$ cat src/rtl/screen_reader_resp_handshake.sv
// Four-phase request/response handshake between a hardware requester and the Nios
// screen-reader firmware, with a timeout guard on every wait state.
`default_nettype none

module screen_reader_resp_handshake #(
  parameter int REQ_W          = 8,
  parameter int TIMEOUT_CYCLES = 1000000,
  parameter int CNT_W          = 20
) (
  input  logic             clk,
  input  logic             reset_n,
  input  logic             req_valid,
  input  logic [REQ_W-1:0] req_code,
  output logic             req_ready,
  input  logic [2:0]       resp_port,
  output logic [REQ_W:0]   nios_req_port,
  output logic             nios_irq,
  output logic             resp_valid,
  output logic [2:0]       resp_code,
  output logic             resp_timeout,
  input  logic             resp_ready,
  output logic             busy,
  output logic [7:0]       timeout_count
);

  typedef enum logic [2:0] {
    IDLE    = 3'd0,
    STALE   = 3'd1,
    POST    = 3'd2,
    DELIVER = 3'd3,
    RELEASE = 3'd4
  } state_t;

  localparam logic [CNT_W-1:0] CNT_LAST = CNT_W'(TIMEOUT_CYCLES - 1);

  state_t           state;
  logic [CNT_W-1:0] wait_cnt;
  logic             resp_seen;
  logic             wait_expired;
  logic [7:0]       timeout_count_inc;

  assign resp_seen         = (resp_port != 3'd0);
  assign wait_expired      = (wait_cnt == CNT_LAST);
  assign timeout_count_inc = (timeout_count == 8'hFF) ? timeout_count : timeout_count + 8'd1;

  always_ff @(posedge clk or negedge reset_n) begin
    if (!reset_n) begin
      state         <= IDLE;
      wait_cnt      <= '0;
      req_ready     <= 1'b1;
      nios_req_port <= '0;
      nios_irq      <= 1'b0;
      resp_valid    <= 1'b0;
      resp_code     <= 3'd0;
      resp_timeout  <= 1'b0;
      busy          <= 1'b0;
      timeout_count <= 8'd0;
    end else begin
      case (state)
        IDLE: begin
          if (req_valid) begin
            wait_cnt      <= '0;
            req_ready     <= 1'b0;
            busy          <= 1'b1;
            nios_req_port <= {~resp_seen, req_code};
            // A leftover nonzero response must be cleared before the Nios sees the new request.
            if (resp_seen) begin
              state <= STALE;
            end else begin
              state    <= POST;
              nios_irq <= 1'b1;
            end
          end
        end

        STALE: begin
          if (!resp_seen) begin
            state                <= POST;
            wait_cnt             <= '0;
            nios_irq             <= 1'b1;
            nios_req_port[REQ_W] <= 1'b1;
          end else if (wait_expired) begin
            state         <= DELIVER;
            wait_cnt      <= '0;
            resp_valid    <= 1'b1;
            resp_code     <= 3'd0;
            resp_timeout  <= 1'b1;
            timeout_count <= timeout_count_inc;
          end else begin
            wait_cnt <= wait_cnt + 1'b1;
          end
        end

        POST: begin
          // A response arriving on the last permitted cycle beats the timeout.
          if (resp_seen || wait_expired) begin
            state                <= DELIVER;
            wait_cnt             <= '0;
            nios_irq             <= 1'b0;
            nios_req_port[REQ_W] <= 1'b0;
            resp_valid           <= 1'b1;
            resp_code            <= resp_seen ? resp_port : 3'd0;
            resp_timeout         <= ~resp_seen;
            if (!resp_seen) timeout_count <= timeout_count_inc;
          end else begin
            wait_cnt <= wait_cnt + 1'b1;
          end
        end

        DELIVER: begin
          if (resp_ready) begin
            state      <= RELEASE;
            wait_cnt   <= '0;
            resp_valid <= 1'b0;
          end
        end

        RELEASE: begin
          if (!resp_seen || wait_expired) begin
            state     <= IDLE;
            wait_cnt  <= '0;
            busy      <= 1'b0;
            req_ready <= 1'b1;
            if (resp_seen) timeout_count <= timeout_count_inc;
          end else begin
            wait_cnt <= wait_cnt + 1'b1;
          end
        end

        default: begin
          state      <= IDLE;
          wait_cnt   <= '0;
          nios_irq   <= 1'b0;
          resp_valid <= 1'b0;
          busy       <= 1'b0;
          req_ready  <= 1'b1;
        end
      endcase
    end
  end

endmodule

`default_nettype wire

$ cat config.mk
export PLATFORM = sky130hd
export DESIGN_NAME = screen_reader_resp_handshake
export DESIGN_NICKNAME = d
export VERILOG_FILES = /design/src/rtl/screen_reader_resp_handshake.sv
export SDC_FILE = /design/constraint.sdc
export NUM_CORES = 1
export LEC_CHECK = 0
export BUFFER_PORTS_ARGS = -buffer_cell sky130_fd_sc_hd__buf_2
export CAP_MARGIN = 20
export CORE_MARGIN = 1.5
export CORE_UTILIZATION = 59
export CTS_BUF_LIST = sky130_fd_sc_hd__clkbuf_8
export CTS_CLUSTER_DIAMETER = 100
export DETAILED_ROUTE_END_ITERATION = 8
export PLACE_DENSITY = 0.9
export SYNTH_ARGS = -nofsm -noshare
export SYNTH_HDL_FRONTEND = slang
export SYNTH_SLANG_ARGS = --single-unit
$ cat constraint.sdc
create_clock -name clk -period 2.5 [get_ports clk]
set_input_delay 0.25 -clock clk [delete_from_list [all_inputs] [get_ports clk]]
set_output_delay 0.25 -clock clk [all_outputs]
set_load 0.05 [all_outputs]
### Word-level counts from Yosys, hierarchy flattened

Cells that the tools add are included.

* register bits after elaboration: 48
* input port bits: 15
* output and inout bits: 25
* logic and storage cells: 101

* add/subtract/negate cells: 2
* eq/ne operators: 16
* mux-type cells: 48
* bitwise operators: 4
* reduce and logical (&&, ||, !) cells: 20

Operators with widths (number)
* $mux W20: 6
* $pmux W20 S5: 1
* $mux W8: 7
* $mux W3: 10
* $pmux W8 S3: 1
* $add A20 B1 Y20 const B: 1
* $eq A20 B20 Y1 const B: 1
* $ne A2 B2 Y1 const B: 9
* $pmux W3 S5: 1
* $mux W1: 13
* $reduce_and A5 Y1: 2
* $mux W9: 1
* $pmux W1 S3: 3
* $reduce_bool A3 Y1: 3
* $add A8 B1 Y8 const B: 1
* $eq A8 B8 Y1 const B: 1
* $pmux W1 S4: 2
* $reduce_and A4 Y1: 2
* $reduce_and A7 Y1: 1
* $eq A3 B2 Y1 const B: 2
* $pmux W3 S2: 1
* $reduce_and A3 Y1: 2
* $not A1 Y1: 4
* $reduce_and A2 Y1: 2
* other kinds (11): 13

### Logic depth before layout (Yosys ltp)

Gate-level depths: netlist of the first run.

* depth in word-level cells: 5
* mapped depth: 7
* depth with buffers taken out: 6

### Worst setup path after synthesis of the first run

OpenSTA, ideal clock, no wires.

* path kind: register -> register
* start point: reg timeout_count[0]
* end point: reg timeout_count[1]
* library setup time: 127 ps
* arrival time: 1921 ps
* data required time: 2373 ps
* setup slack: 452 ps
* stages on the path, launching flop included: 6
* buffers on the path: 0
* period minus slack after synthesis: 2048 ps
* cell sequence: dfrtp_1 ha_1 and3_1 and3_1 a2111oi_4 mux2_1

* cells in the longest elaborated chain, start to end: 5
* elaborated cells between the ends (all ways): 10
* classes of those cells: add/sub (1); eq/ne (1); mux (8)

RTL lines
* from (decl): line 23 `output logic [7:0] timeout_count`
* from (signal assigned): line 88 `timeout_count <= timeout_count_inc;`
* from (signal assigned): line 104 `if (!resp_seen) timeout_count <= timeout_count_inc;`
* from (signal assigned): line 124 `if (resp_seen) timeout_count <= timeout_count_inc;`
* $add A8 B1 Y8 / $eq A8 B8 Y1 (equally long branches): line 44 `assign timeout_count_inc = (timeout_count == 8'hFF) ? timeout_count : timeout_count + 8'd1;`
* $mux W8 (*): line 44
* $mux W8 (on tied branches): line 124, 104, 82
* $mux W8 (on tied branches): line 119, 77, 96
* $pmux W8 S3 (*): line 59 `case (state)`

Mark *: on every way between the ends. The rest lies on a longest branch, timed or not. The select of a mux whose other input is x is not followed.
A chain may end at the register's enable or synchronous reset.

### Worst setup path after layout of the first run

* start point: reg state[0]
* end point: reg timeout_count[1]

* cells in the longest elaborated chain, start to end: 3
* elaborated cells between the ends (all ways): 12
* classes of those cells: eq/ne (9); mux (1); reduce/logical (2)

RTL lines
* from (decl): line 36 `state_t state;`
* from (signal assigned): line 48 `state <= IDLE;`
* from (signal assigned): line 68 `state <= STALE;`
* from (signal assigned): line 70 `state <= POST;`
* $eq A3 B2 Y1 (tied with other cells): line 59
* $ne A2 B2 Y1 (no line) / $reduce_bool A3 Y1 (equally long branches)
* $reduce_and A7 Y1 (no line)

Parallel ways exist; a longest one is shown, timed or not.

==> insert_results.sql, run 1 <==
INSERT INTO impl_metrics (metric_group, metric, value, unit) VALUES
('synthesis', 'yosys_warnings', '0', ''),
('setup_path', 'start_kind', 'flop', ''),
('routing', 'drcViolationCount', '0', ''),
('flow_run', 'drv_cap', '0', ''),
('setup_path', 'worstPathArrival', '2.37', 'ns'),
('clock_network', 'cts-htree-levels', '2', ''),
('min_path', 'timing.hold.worst.class', 'primary input to flop', ''),
('synthesis', 'postSynth.topFlopCell', 'sky130_fd_sc_hd__dfrtp_1', ''),
('setup_path', 'worst_r2r_endpoint', 'timeout_count[1]$_DFFE_PN0P_', ''),
('sta', 'finalHoldViolations', '0', ''),
('cells_and_area', 'final-seq-area', '1200', 'um2'),
('clock_network', 'cts.path.max_buffers', '2', ''),
('routing', 'initialDrtViolationCount', '304', ''),
('sta', 'final_max_slew_viol_count', '0', ''),
('synthesis', 'synth_seq_cells', '48', ''),
('setup_path', 'timing.critical_path.fanout_max', '10', ''),
('sta', 'finalCriticalPeriod', '2.18', 'ns'),
('routing', 'route.vias.total', '2230', ''),
('global_routing', 'grt_pass1_vias', '1961', ''),
('cells_and_area', 'fraction_of_final_layout_cells_sized_beyond_drive_strength_1', '0.257', ''),
('sta', 'relSlewSlack', '0.598', ''),
('sta', 'finalClockSkew', '0.0154', 'ns'),
('sta', 'final_setup_margin', '0.321', 'ns'),
('clock_network', 'worst_setup_hold_path_clk_slew', '0.10', 'ns'),
('sta', 'period_share', '0.871', ''),
('synthesis', 'synth.net_count', '273', ''),
('placement', 'placedCellCount', '341', ''),
('sta', 'clock.fmax', '459', 'MHz'),
('placement', 'dp_wirelength', '4220', 'um'),
('floorplanning', 'coreArea', '4090', 'um2'),
('global_routing', 'globalRoute.totalOverflow', '0', ''),
('global_routing', 'grt_max_degree', '35', ''),
('placement', 'pre_cts_ws', '0.354', 'ns'),
('synthesis', 'ys_types', '51', ''),
('synthesis', 'postSynth.asyncResetShare', '1.00', ''),
('setup_path', 'critical_path_class', 'flop to flop', ''),
('placement', 'gp_congestion', '0.900', ''),
('clock_network', 'cts_tree', 'done', ''),
('floorplanning', 'row_count', '23', ''),
('setup_path', 'worst_r2r_startpoint', 'state[0]$_DFFE_PN0P_', ''),
('global_routing', 'grt.met3_usage', '0.0584', ''),
('routing', 'dr.pass1.iters', '5', ''),
('outcome', 'status', 'finished clean', ''),
('placement', 'placed_cell_area', '2810', 'um2'),
('cells_and_area', 'layout_commonest_cell', 'sky130_fd_sc_hd__dfrtp_1', ''),
('global_routing', 'groute.usage.overall', '0.265', ''),
('routing', 'post_detailed_route_wirelength_per_cell', '16.6', 'um'),
('routing', 'final_antenna_net_count', '0', ''),
('sta', 'grt_setup_unrepaired', 'no', ''),
('setup_path', 'setup.reg_to_reg.worst_slack', '0.32', 'ns'),
('sta', 'tightest_slew', '0.601', 'ns'),
('floorplanning', 'initial_utilization', '0.624', ''),
('min_path', 'timing.hold.worst.start', 'req_code[7]', ''),
('floorplanning', 'die_width', '68.7', 'um'),
('routing', 'totalWireLength', '5810', 'um'),
('power_and_ir_drop', 'ir_worst_vdd', '0.669', 'mV'),
('setup_path', 'data_required_time_at_the_worst_endpoint', '2.69', 'ns'),
('cells_and_area', 'final_core_utilization', '0.712', ''),
('global_routing', 'grt_busiest_layer', 'met2', ''),
('cells_and_area', 'final_cell_count_no_fill', '350', ''),
('cells_and_area', 'fillers', '293', ''),
('sta', 'timing.final.setup_violations', '0', ''),
('cells_and_area', 'num_antenna_cells', '0', ''),
('cells_and_area', 'stdcell_area', '2910', 'um2'),
('power_and_ir_drop', 'powerDensity', '1080', 'nW/um2'),
('cells_and_area', 'mostFrequentLayoutCells', '47 x sky130_fd_sc_hd__dfrtp_1, 39 x sky130_fd_sc_hd__buf_2, 25 x sky130_fd_sc_hd__nand2_1', ''),
('synthesis', 'synth_edf_count', '0', ''),
('clock_network', 'root_buffer', 'sky130_fd_sc_hd__clkbuf_8', ''),
('global_routing', 'grt.met2_usage', '0.412', ''),
('synthesis', 'synth-seq-area-share', '0.472', ''),
('floorplanning', 'dieArea', '4720', 'um2');
-- state kept, by name, indices dropped and copies added, names as in the netlist --
signal / cells
resp_code: 3
busy: 1
state: 3
nios_irq: 1
req_ready: 1
resp_timeout: 1
resp_valid: 1
timeout_count: 8
nios_req_port: 9
wait_cnt: 20
-- how the worst max path moves through the flow --
stage	to	slack [ns]	depth (start not counted)
2_1_floorplan	timeout_count[1]$_DFFE_PN0P_	0.45	5
3_3_place_gp	timeout_count[1]$_DFFE_PN0P_	0.47	4
3_5_place_dp	timeout_count[1]$_DFFE_PN0P_	0.35	4
4_1_cts	timeout_count[1]$_DFFE_PN0P_	0.34	4
5_1_grt	timeout_count[1]$_DFFE_PN0P_	0.23	4
6_report	timeout_count[1]$_DFFE_PN0P_	0.32	4
-- cells by family (layout without fill, tap and decap cells) --
| kind of cell | count (synthesis) | after routing | share of synthesized area |
|---|---|---|---|
| fa+ha+maj | 2 | 2 | 0.00982 |
| xor+xnor | 13 | 13 | 0.0447 |
| compound gates | 62 | 62 | 0.167 |
| flops | 48 | 48 | 0.472 |
| mux | 10 | 10 | 0.0437 |
| buf+inv | 17 | 61 | 0.0309 |
| simple gates | 104 | 104 | 0.232 |
-- metal layers --
metal	vias to the layer above	share of wire
met4	0	0.021
met5	-	0
met3	15	0.054
met2	95	0.49
met1	1082	0.43
li1	1038	-
-- Yosys cell counts (all sizes together) (3+ instances only) --
cell type  count  area (um2)
xnor2         10        87.6
nor3           6        35.0
mux2           9         101
dfrtp         47        1180
and4           6        52.6
clkbuf         4        15.0
or3            6        37.5
a41oi          4        35.0
buf            8        45.0
o21ai         14        70.1
xor2           3        26.3
nand2b         4        25.0
nor2          14        55.1
nand3         13        70.1
a31oi          9        56.3
a22o           6        52.6
o31ai          4        30.0
nand2         26         100
a21oi         16        80.1
and3           8        50.1
nand4          9        56.3
inv            5        18.8
-- where the power goes --
group | internal, mW | leakage, nW | total (mW) | switching [mW]
registers | 0.944 | 0.633 | 1.08 | 0.139
clock network | 0.206 | 0.0491 | 0.497 | 0.290
logic | 0.499 | 0.642 | 1.56 | 1.06
total | 1.65 | 1.32 | 3.14 | 1.49
-- critical path, cell delays in order (launching register included) --
cell and delay, ns:
sky130_fd_sc_hd__dfrtp_1 0.52, sky130_fd_sc_hd__nor3b_4 0.34, sky130_fd_sc_hd__nand2_2 0.18, sky130_fd_sc_hd__a2111oi_4 0.64, sky130_fd_sc_hd__mux2_1 0.38
-- cell type report --
cell class              instances  share of cell area
multi-input cells             191               0.435
well taps                      50              0.0215
inverters                       5             0.00645
clock buffers                   5              0.0236
clock inverters                 3             0.00902
flip-flops and latches         48               0.413
repair buffers                 48              0.0911
-- repair_timing --
item                                   4_1_cts  5_1_grt
hold buffers                                 1        0
endpoints found under the hold margin       14        0
resized for setup                            0        0
setup endpoints to repair                    0        0
Note: power is estimated with default switching activity, not from simulation.
==> run 2: changes to the inputs <==
Settings changed: PLACE_DENSITY 0.9 to 0.89.
==> run 2 against run 1 <==
Routed wire length increased by 4.3%. Die area did not move. Largest power group unchanged. Worst setup slack improved by 0.050 ns. Cell count is the same. Clock power increased by 18%.
==> insert_results.sql, run 2 (synthesized netlist as in run 1, its figures left out) <==
INSERT INTO impl_metrics (metric_group, metric, value, unit) VALUES
('routing', 'avgViaCountPerCell', '6.31', ''),
('routing', 'final_antenna_net_count', '0', ''),
('sta', 'setup_total_negative_slack', '0', 'ns'),
('setup_path', 'critPathLaunch', 'wait_cnt[6]$_DFFE_PN0P_', ''),
('setup_path', 'start_kind', 'flop', ''),
('routing', 'post_detailed_route_wirelength_per_cell', '17.3', 'um'),
('clock_network', 'root_buffer', 'sky130_fd_sc_hd__clkbuf_8', ''),
('clock_network', 'cts_resized', '0', ''),
('floorplanning', 'dieArea', '4720', 'um2'),
('sta', 'final_max_slew_viol_count', '0', ''),
('clock_network', 'clk-insertion-delay-late', '0.30', 'ns'),
('floorplanning', 'coreArea', '4090', 'um2'),
('clock_network', 'tritoncts.num_buffers', '5', ''),
('placement', 'port-buffer-count', '39', ''),
('min_path', 'timing.hold.worst.start', 'req_code[6]', ''),
('setup_path', 'worstSetupEndpointType', 'flop', ''),
('cells_and_area', 'layout_commonest_cell', 'sky130_fd_sc_hd__dfrtp_1', ''),
('clock_network', 'post_cts_buffers', '0', ''),
('sta', 'grt_setup_unrepaired', 'no', ''),
('sta', 'finalHoldViolations', '0', ''),
('sta', 'tightest_slew', '0.610', 'ns'),
('sta', 'clock.fmax', '470', 'MHz'),
('cells_and_area', 'nets', '316', ''),
('global_routing', 'globalRoute.totalOverflow', '0', ''),
('global_routing', 'initial_antenna_violation_count', '0', ''),
('setup_path', 'data_required_time_at_the_worst_endpoint', '2.68', 'ns'),
('clock_network', 'worst_setup_hold_path_clk_slew', '0.09', 'ns'),
('min_path', 'timing.hold.worst.class', 'primary input to flop', ''),
('power_and_ir_drop', 'power.static_leakage', '1.34', 'nW'),
('global_routing', 'grt_max_degree', '27', ''),
('floorplanning', 'fp.dieH', '68.7', 'um'),
('cells_and_area', 'fillers', '290', ''),
('sta', 'timing.final.setup_violations', '0', ''),
('clock_network', 'cts.path.max_buffers', '2', ''),
('routing', 'route.vias.total', '2210', ''),
('power_and_ir_drop', 'powerDensity', '1100', 'nW/um2'),
('floorplanning', 'die_width', '68.7', 'um'),
('floorplanning', 'initial_utilization', '0.624', ''),
('sta', 'period_share', '0.852', ''),
('global_routing', 'wire_length_of_the_first_global_routing_pass', '9830', 'um'),
('cells_and_area', 'synthToLayoutAreaGrowth', '15.3', '%'),
('sta', 'final_setup_margin', '0.371', 'ns'),
('setup_path', 'timing.critical_path.fanout_max', '8', ''),
('clock_network', 'cts.hold.buffers_added', '1', ''),
('cells_and_area', 'regMostFlops', 'wait_cnt', ''),
('floorplanning', 'design.portCount', '40', ''),
('placement', 'dp_wirelength', '4190', 'um'),
('setup_path', 'worst_r2r_startpoint', 'wait_cnt[6]$_DFFE_PN0P_', ''),
('cells_and_area', 'fraction_of_final_layout_cells_sized_beyond_drive_strength_1', '0.257', ''),
('clock_network', 'cts-htree-levels', '2', ''),
('power_and_ir_drop', 'ir_worst_vdd', '0.793', 'mV'),
('flow_run', 'drv_cap', '0', ''),
('routing', 'dr.pass1.iters', '4', ''),
('cells_and_area', 'top_regs', 'wait_cnt: 20 flops, nios_req_port: 9 flops, timeout_count: 8 flops', ''),
('global_routing', 'grt_pass1_vias', '2055', ''),
('setup_path', 'worstPathArrival', '2.31', 'ns'),
('routing', 'totalWireLength', '6060', 'um'),
('cells_and_area', 'num_antenna_cells', '0', ''),
('sta', 'relSlewSlack', '0.590', ''),
('routing', 'initialDrtViolationCount', '266', ''),
('routing', 'drcViolationCount', '0', ''),
('clock_network', 'cts_tree', 'done', ''),
('setup_path', 'critical_path_class', 'flop to flop', ''),
('sta', 'finalCriticalPeriod', '2.13', 'ns'),
('placement', 'gp_congestion', '0.899', ''),
('placement', 'pre_cts_ws', '0.400', 'ns'),
('floorplanning', 'row_count', '23', ''),
('global_routing', 'groute.usage.overall', '0.280', ''),
('outcome', 'status', 'finished clean', ''),
('clock_network', 'number_of_sinks_driven_by_the_clock_tree', '48', ''),
('power_and_ir_drop', 'total_power', '3.22', 'mW'),
('sta', 'finalClockSkew', '0.0141', 'ns'),
('cells_and_area', 'largest_register_ff_count', '20', ''),
('cells_and_area', 'mostFrequentLayoutCells', '47 x sky130_fd_sc_hd__dfrtp_1, 39 x sky130_fd_sc_hd__buf_2, 25 x sky130_fd_sc_hd__nand2_1', '');
-- run 2: cell count changes in the layout (fill, tap and decap cells not counted), sizes merged --
cell,change
bufinv,+1
clkbuf,+1
inv,-2
-- run 2: worst max-delay path: stages, from the launching register on --
cell and delay, ns:
sky130_fd_sc_hd__dfrtp_1 0.47, sky130_fd_sc_hd__nor4b_2 0.35, sky130_fd_sc_hd__nand4_1 0.26, sky130_fd_sc_hd__a2111oi_4 0.56, sky130_fd_sc_hd__mux2_1 0.37
-- run 2: cell type report --
type	instances	area [um2]	share of cell area
Inverter	5	18.8	0.00639
Sequential cell	48	1200	0.409
Tap cell	50	62.6	0.0213
Clock buffer	6	82.6	0.0281
Multi-Input combinational cell	191	1270	0.431
Timing Repair Buffer	48	265	0.0903
Clock inverter	2	38.8	0.0132
-- run 2: layer usage --
layer / part of all wire / wire (um) / GRT usage
met1: 0.43 / 2590 / 0.399
met2: 0.49 / 2990 / 0.428
met3: 0.066 / 401 / 0.0666
met4: 0.014 / 84 / 0.0833
met5: 0 / 0 / 0
-- run 2: where the power goes --
part / total [mW] / internal, mW / leakage [nW] / switching (mW)
clock network: 0.586 / 0.327 / 0.0614 / 0.259
registers: 1.06 / 0.944 / 0.633 / 0.121
logic: 1.57 / 0.485 / 0.643 / 1.08
-- run 2: metrics by stage --
step	cells	hold WS (ns)	utilization	area [um2]
2_1_floorplan	256	-0.0456	-	2550
3_3_place_gp	341	0.280	0.687	2810
3_5_place_dp	341	0.288	0.687	2810
4_1_cts	350	0.172	0.719	2940
5_1_grt	350	0.167	0.719	2940
6_report	350	0.172	0.719	2940
-- run 2: worst paths after layout --
kind                            slack, ns  depth (start not counted)                            to
worst max register to register       0.37                          4  timeout_count[1]$_DFFE_PN0P_
worst max-delay path                 0.37                          4  timeout_count[1]$_DFFE_PN0P_
max in group asynchronous            1.26                          3         req_ready$_DFFE_PN1P_
worst min-delay path                 0.17                          2  nios_req_port[6]$_DFFE_PN0P_
min in group asynchronous            0.48                          2  timeout_count[0]$_DFFE_PN0P_
worst min register to register       0.49                          1       wait_cnt[5]$_DFFE_PN0P_
==> run 3: changes to the inputs <==
Settings changed: REMOVE_ABC_BUFFERS set to 1.
==> run 3 against run 2 <==
Largest cell class unchanged. Worst setup slack got worse by 0.027 ns. Sequential share of layout area rose by 0.30 points. Cell count rose by 0.29%. Clock power fell by 19%. Via count fell by 2.0%. Combinational power fell by 3%. Sequential cell count did not move. First-iteration DRC count fell by 28%. Sequential power barely moved. Largest power group unchanged. Register-to-register slack got worse by 0.03 ns.
==> insert_results.sql, run 3 (synthesized netlist as in run 1, its figures left out) <==
INSERT INTO impl_metrics (metric_group, metric, value, unit) VALUES
('power_and_ir_drop', 'switching_fraction', '0.466', ''),
('power_and_ir_drop', 'share_comb_of_total_power', '0.496', ''),
('sta', 'finalClockSkew', '0.00934', 'ns'),
('min_path', 'timing.hold.worst.class', 'primary input to flop', ''),
('power_and_ir_drop', 'seq_power_share', '0.349', ''),
('cells_and_area', 'nets', '317', ''),
('floorplanning', 'dieArea', '4720', 'um2'),
('global_routing', 'wire_length_of_the_first_global_routing_pass', '9060', 'um'),
('sta', 'final_setup_margin', '0.344', 'ns'),
('power_and_ir_drop', 'power.share.clock', '0.155', ''),
('cells_and_area', 'top_regs', 'wait_cnt: 20 flops, nios_req_port: 9 flops, timeout_count: 8 flops', ''),
('placement', 'port-buffer-count', '39', ''),
('clock_network', 'cts_tree', 'done', ''),
('floorplanning', 'coreArea', '4090', 'um2'),
('clock_network', 'cts.path.max_buffers', '2', ''),
('cells_and_area', 'mostFrequentLayoutCells', '47 x sky130_fd_sc_hd__dfrtp_1, 39 x sky130_fd_sc_hd__buf_2, 25 x sky130_fd_sc_hd__nand2_1', ''),
('routing', 'dr.pass1.iters', '5', ''),
('floorplanning', 'fp.dieH', '68.7', 'um'),
('cells_and_area', 'largest_register_ff_count', '20', ''),
('setup_path', 'data_required_time_at_the_worst_endpoint', '2.68', 'ns'),
('sta', 'relSlewSlack', '0.634', ''),
('routing', 'route.vias.total', '2165', ''),
('floorplanning', 'initial_utilization', '0.624', ''),
('global_routing', 'groute.usage.overall', '0.259', ''),
('clock_network', 'tritoncts.num_buffers', '5', ''),
('cells_and_area', 'fraction_of_final_layout_cells_sized_beyond_drive_strength_1', '0.259', ''),
('sta', 'finalCriticalPeriod', '2.16', 'ns'),
('clock_network', 'worst_setup_hold_path_clk_slew', '0.09', 'ns'),
('sta', 'timing.final.setup_violations', '0', ''),
('cells_and_area', 'regMostFlops', 'wait_cnt', ''),
('clock_network', 'clk-insertion-delay-late', '0.30', 'ns'),
('cells_and_area', 'synthToLayoutAreaGrowth', '14.4', '%'),
('setup_path', 'timing.critical_path.fanout_max', '8', ''),
('placement', 'pre_cts_ws', '0.390', 'ns'),
('cells_and_area', 'layout_commonest_cell', 'sky130_fd_sc_hd__dfrtp_1', ''),
('sta', 'clock.fmax', '464', 'MHz'),
('global_routing', 'initial_antenna_violation_count', '0', ''),
('setup_path', 'start_kind', 'flop', ''),
('global_routing', 'globalRoute.totalOverflow', '0', ''),
('clock_network', 'root_buffer', 'sky130_fd_sc_hd__clkbuf_8', ''),
('setup_path', 'worstSetupEndpointType', 'flop', ''),
('global_routing', 'grt_max_degree', '27', ''),
('floorplanning', 'design.portCount', '40', ''),
('outcome', 'status', 'finished clean', ''),
('setup_path', 'worstPathArrival', '2.33', 'ns'),
('setup_path', 'critical_path_class', 'flop to flop', ''),
('sta', 'tightest_slew', '0.548', 'ns'),
('floorplanning', 'die_width', '68.7', 'um'),
('sta', 'setup_total_negative_slack', '0', 'ns'),
('global_routing', 'grt_pass1_vias', '1932', ''),
('power_and_ir_drop', 'switchingPower', '1.44', 'mW'),
('sta', 'finalHoldViolations', '0', ''),
('placement', 'dp_wirelength', '4110', 'um'),
('sta', 'grt_setup_unrepaired', 'no', ''),
('clock_network', 'post_cts_buffers', '0', ''),
('routing', 'totalWireLength', '5630', 'um'),
('power_and_ir_drop', 'powerDensity', '1060', 'nW/um2'),
('power_and_ir_drop', 'power.internal', '1.65', 'mW'),
('routing', 'initialDrtViolationCount', '191', ''),
('sta', 'period_share', '0.862', ''),
('routing', 'drcViolationCount', '0', ''),
('floorplanning', 'row_count', '23', ''),
('routing', 'post_detailed_route_wirelength_per_cell', '16.0', 'um'),
('sta', 'final_max_slew_viol_count', '0', ''),
('routing', 'final_antenna_net_count', '0', ''),
('routing', 'avgViaCountPerCell', '6.17', ''),
('power_and_ir_drop', 'ir_worst_vdd', '0.616', 'mV'),
('placement', 'gp_congestion', '0.921', ''),
('cells_and_area', 'num_antenna_cells', '0', ''),
('power_and_ir_drop', 'power.static_leakage', '1.33', 'nW'),
('setup_path', 'setup.reg_to_reg.worst_slack', '0.34', 'ns'),
('clock_network', 'cts-htree-levels', '2', ''),
('clock_network', 'number_of_sinks_driven_by_the_clock_tree', '48', ''),
('flow_run', 'drv_cap', '0', '');
[run 3: cell count changes in the layout (fill, tap and decap cells not counted), sizes merged]
| cell | delta |
|---|---|
| clkinv | +1 |
| buf | +1 |
| bufinv | -1 |
[run 3: per-layer routing]
metal / routed length [um] / track usage
met2: 2650 / 0.369
met3: 358 / 0.0666
met5: 0 / 0
met4: 56 / 0.0809
met1: 2560 / 0.387
[run 3: area by class of cell]
type,count,area (um2)
repair buffers,49,273
multi-input cells,191,1270
flip-flops and latches,48,1200
well taps,50,62.6
clock buffers,6,82.6
clock inverters,2,10.0
fillers,289,1170
inverters,5,18.8
[run 3: stage by stage]
| step | cell area [um2] | utilization | hold WS, ns | power, mW | std cells |
|---|---|---|---|---|---|
| global route | 2920 | 0.714 | 0.169 | 3.28 | 351 |
| CTS | 2920 | 0.714 | 0.167 | 3.09 | 351 |
| detailed placement | 2810 | 0.689 | 0.250 | 2.61 | 342 |
| global placement | 2810 | 0.689 | 0.256 | 2.57 | 342 |
| floorplan | 2490 | - | -0.0456 | 2.18 | 244 |
| finish | 2920 | 0.714 | 0.177 | 3.09 | 351 |
[run 3: path summary, 6_finish.rpt]
kind / startpoint / end / depth (start not counted)
hold reg to reg: timeout_count[6]$_DFFE_PN0P_ / timeout_count[6]$_DFFE_PN0P_ / 1
hold / removal: req_code[0] / nios_req_port[0]$_DFFE_PN0P_ / 2
max in group asynchronous: reset_n / timeout_count[1]$_DFFE_PN0P_ / 3
setup reg to reg: state[1]$_DFFE_PN0P_ / timeout_count[1]$_DFFE_PN0P_ / 4
min in group asynchronous: reset_n / state[2]$_DFFE_PN0P_ / 2
setup / recovery: state[1]$_DFFE_PN0P_ / timeout_count[1]$_DFFE_PN0P_ / 4
[run 3: worst max-delay path: stages, from the launching register on]
cell	delay, ns
sky130_fd_sc_hd__dfrtp_1	0.50
sky130_fd_sc_hd__nor3b_4	0.34
sky130_fd_sc_hd__nand2_2	0.19
sky130_fd_sc_hd__a2111oi_4	0.63
sky130_fd_sc_hd__mux2_1	0.38
[run 3: power groups by stage]
| stage | registers (mW) | clock network (mW) | logic [mW] |
|---|---|---|---|
| 5_1_grt | 1.10 | 0.509 | 1.66 |
| 2_1_floorplan | 1.54 | 0 | 0.648 |
| 3_3_place_gp | 1.08 | 0 | 1.49 |
| 4_1_cts | 1.08 | 0.486 | 1.53 |
| 3_5_place_dp | 1.09 | 0 | 1.52 |
| 6_report | 1.08 | 0.477 | 1.53 |
[run 3: what timing repair did]
item	4_1_cts	5_1_grt
hold buffers	1	0
hold endpoints to repair	21	0
resized for setup	0	0
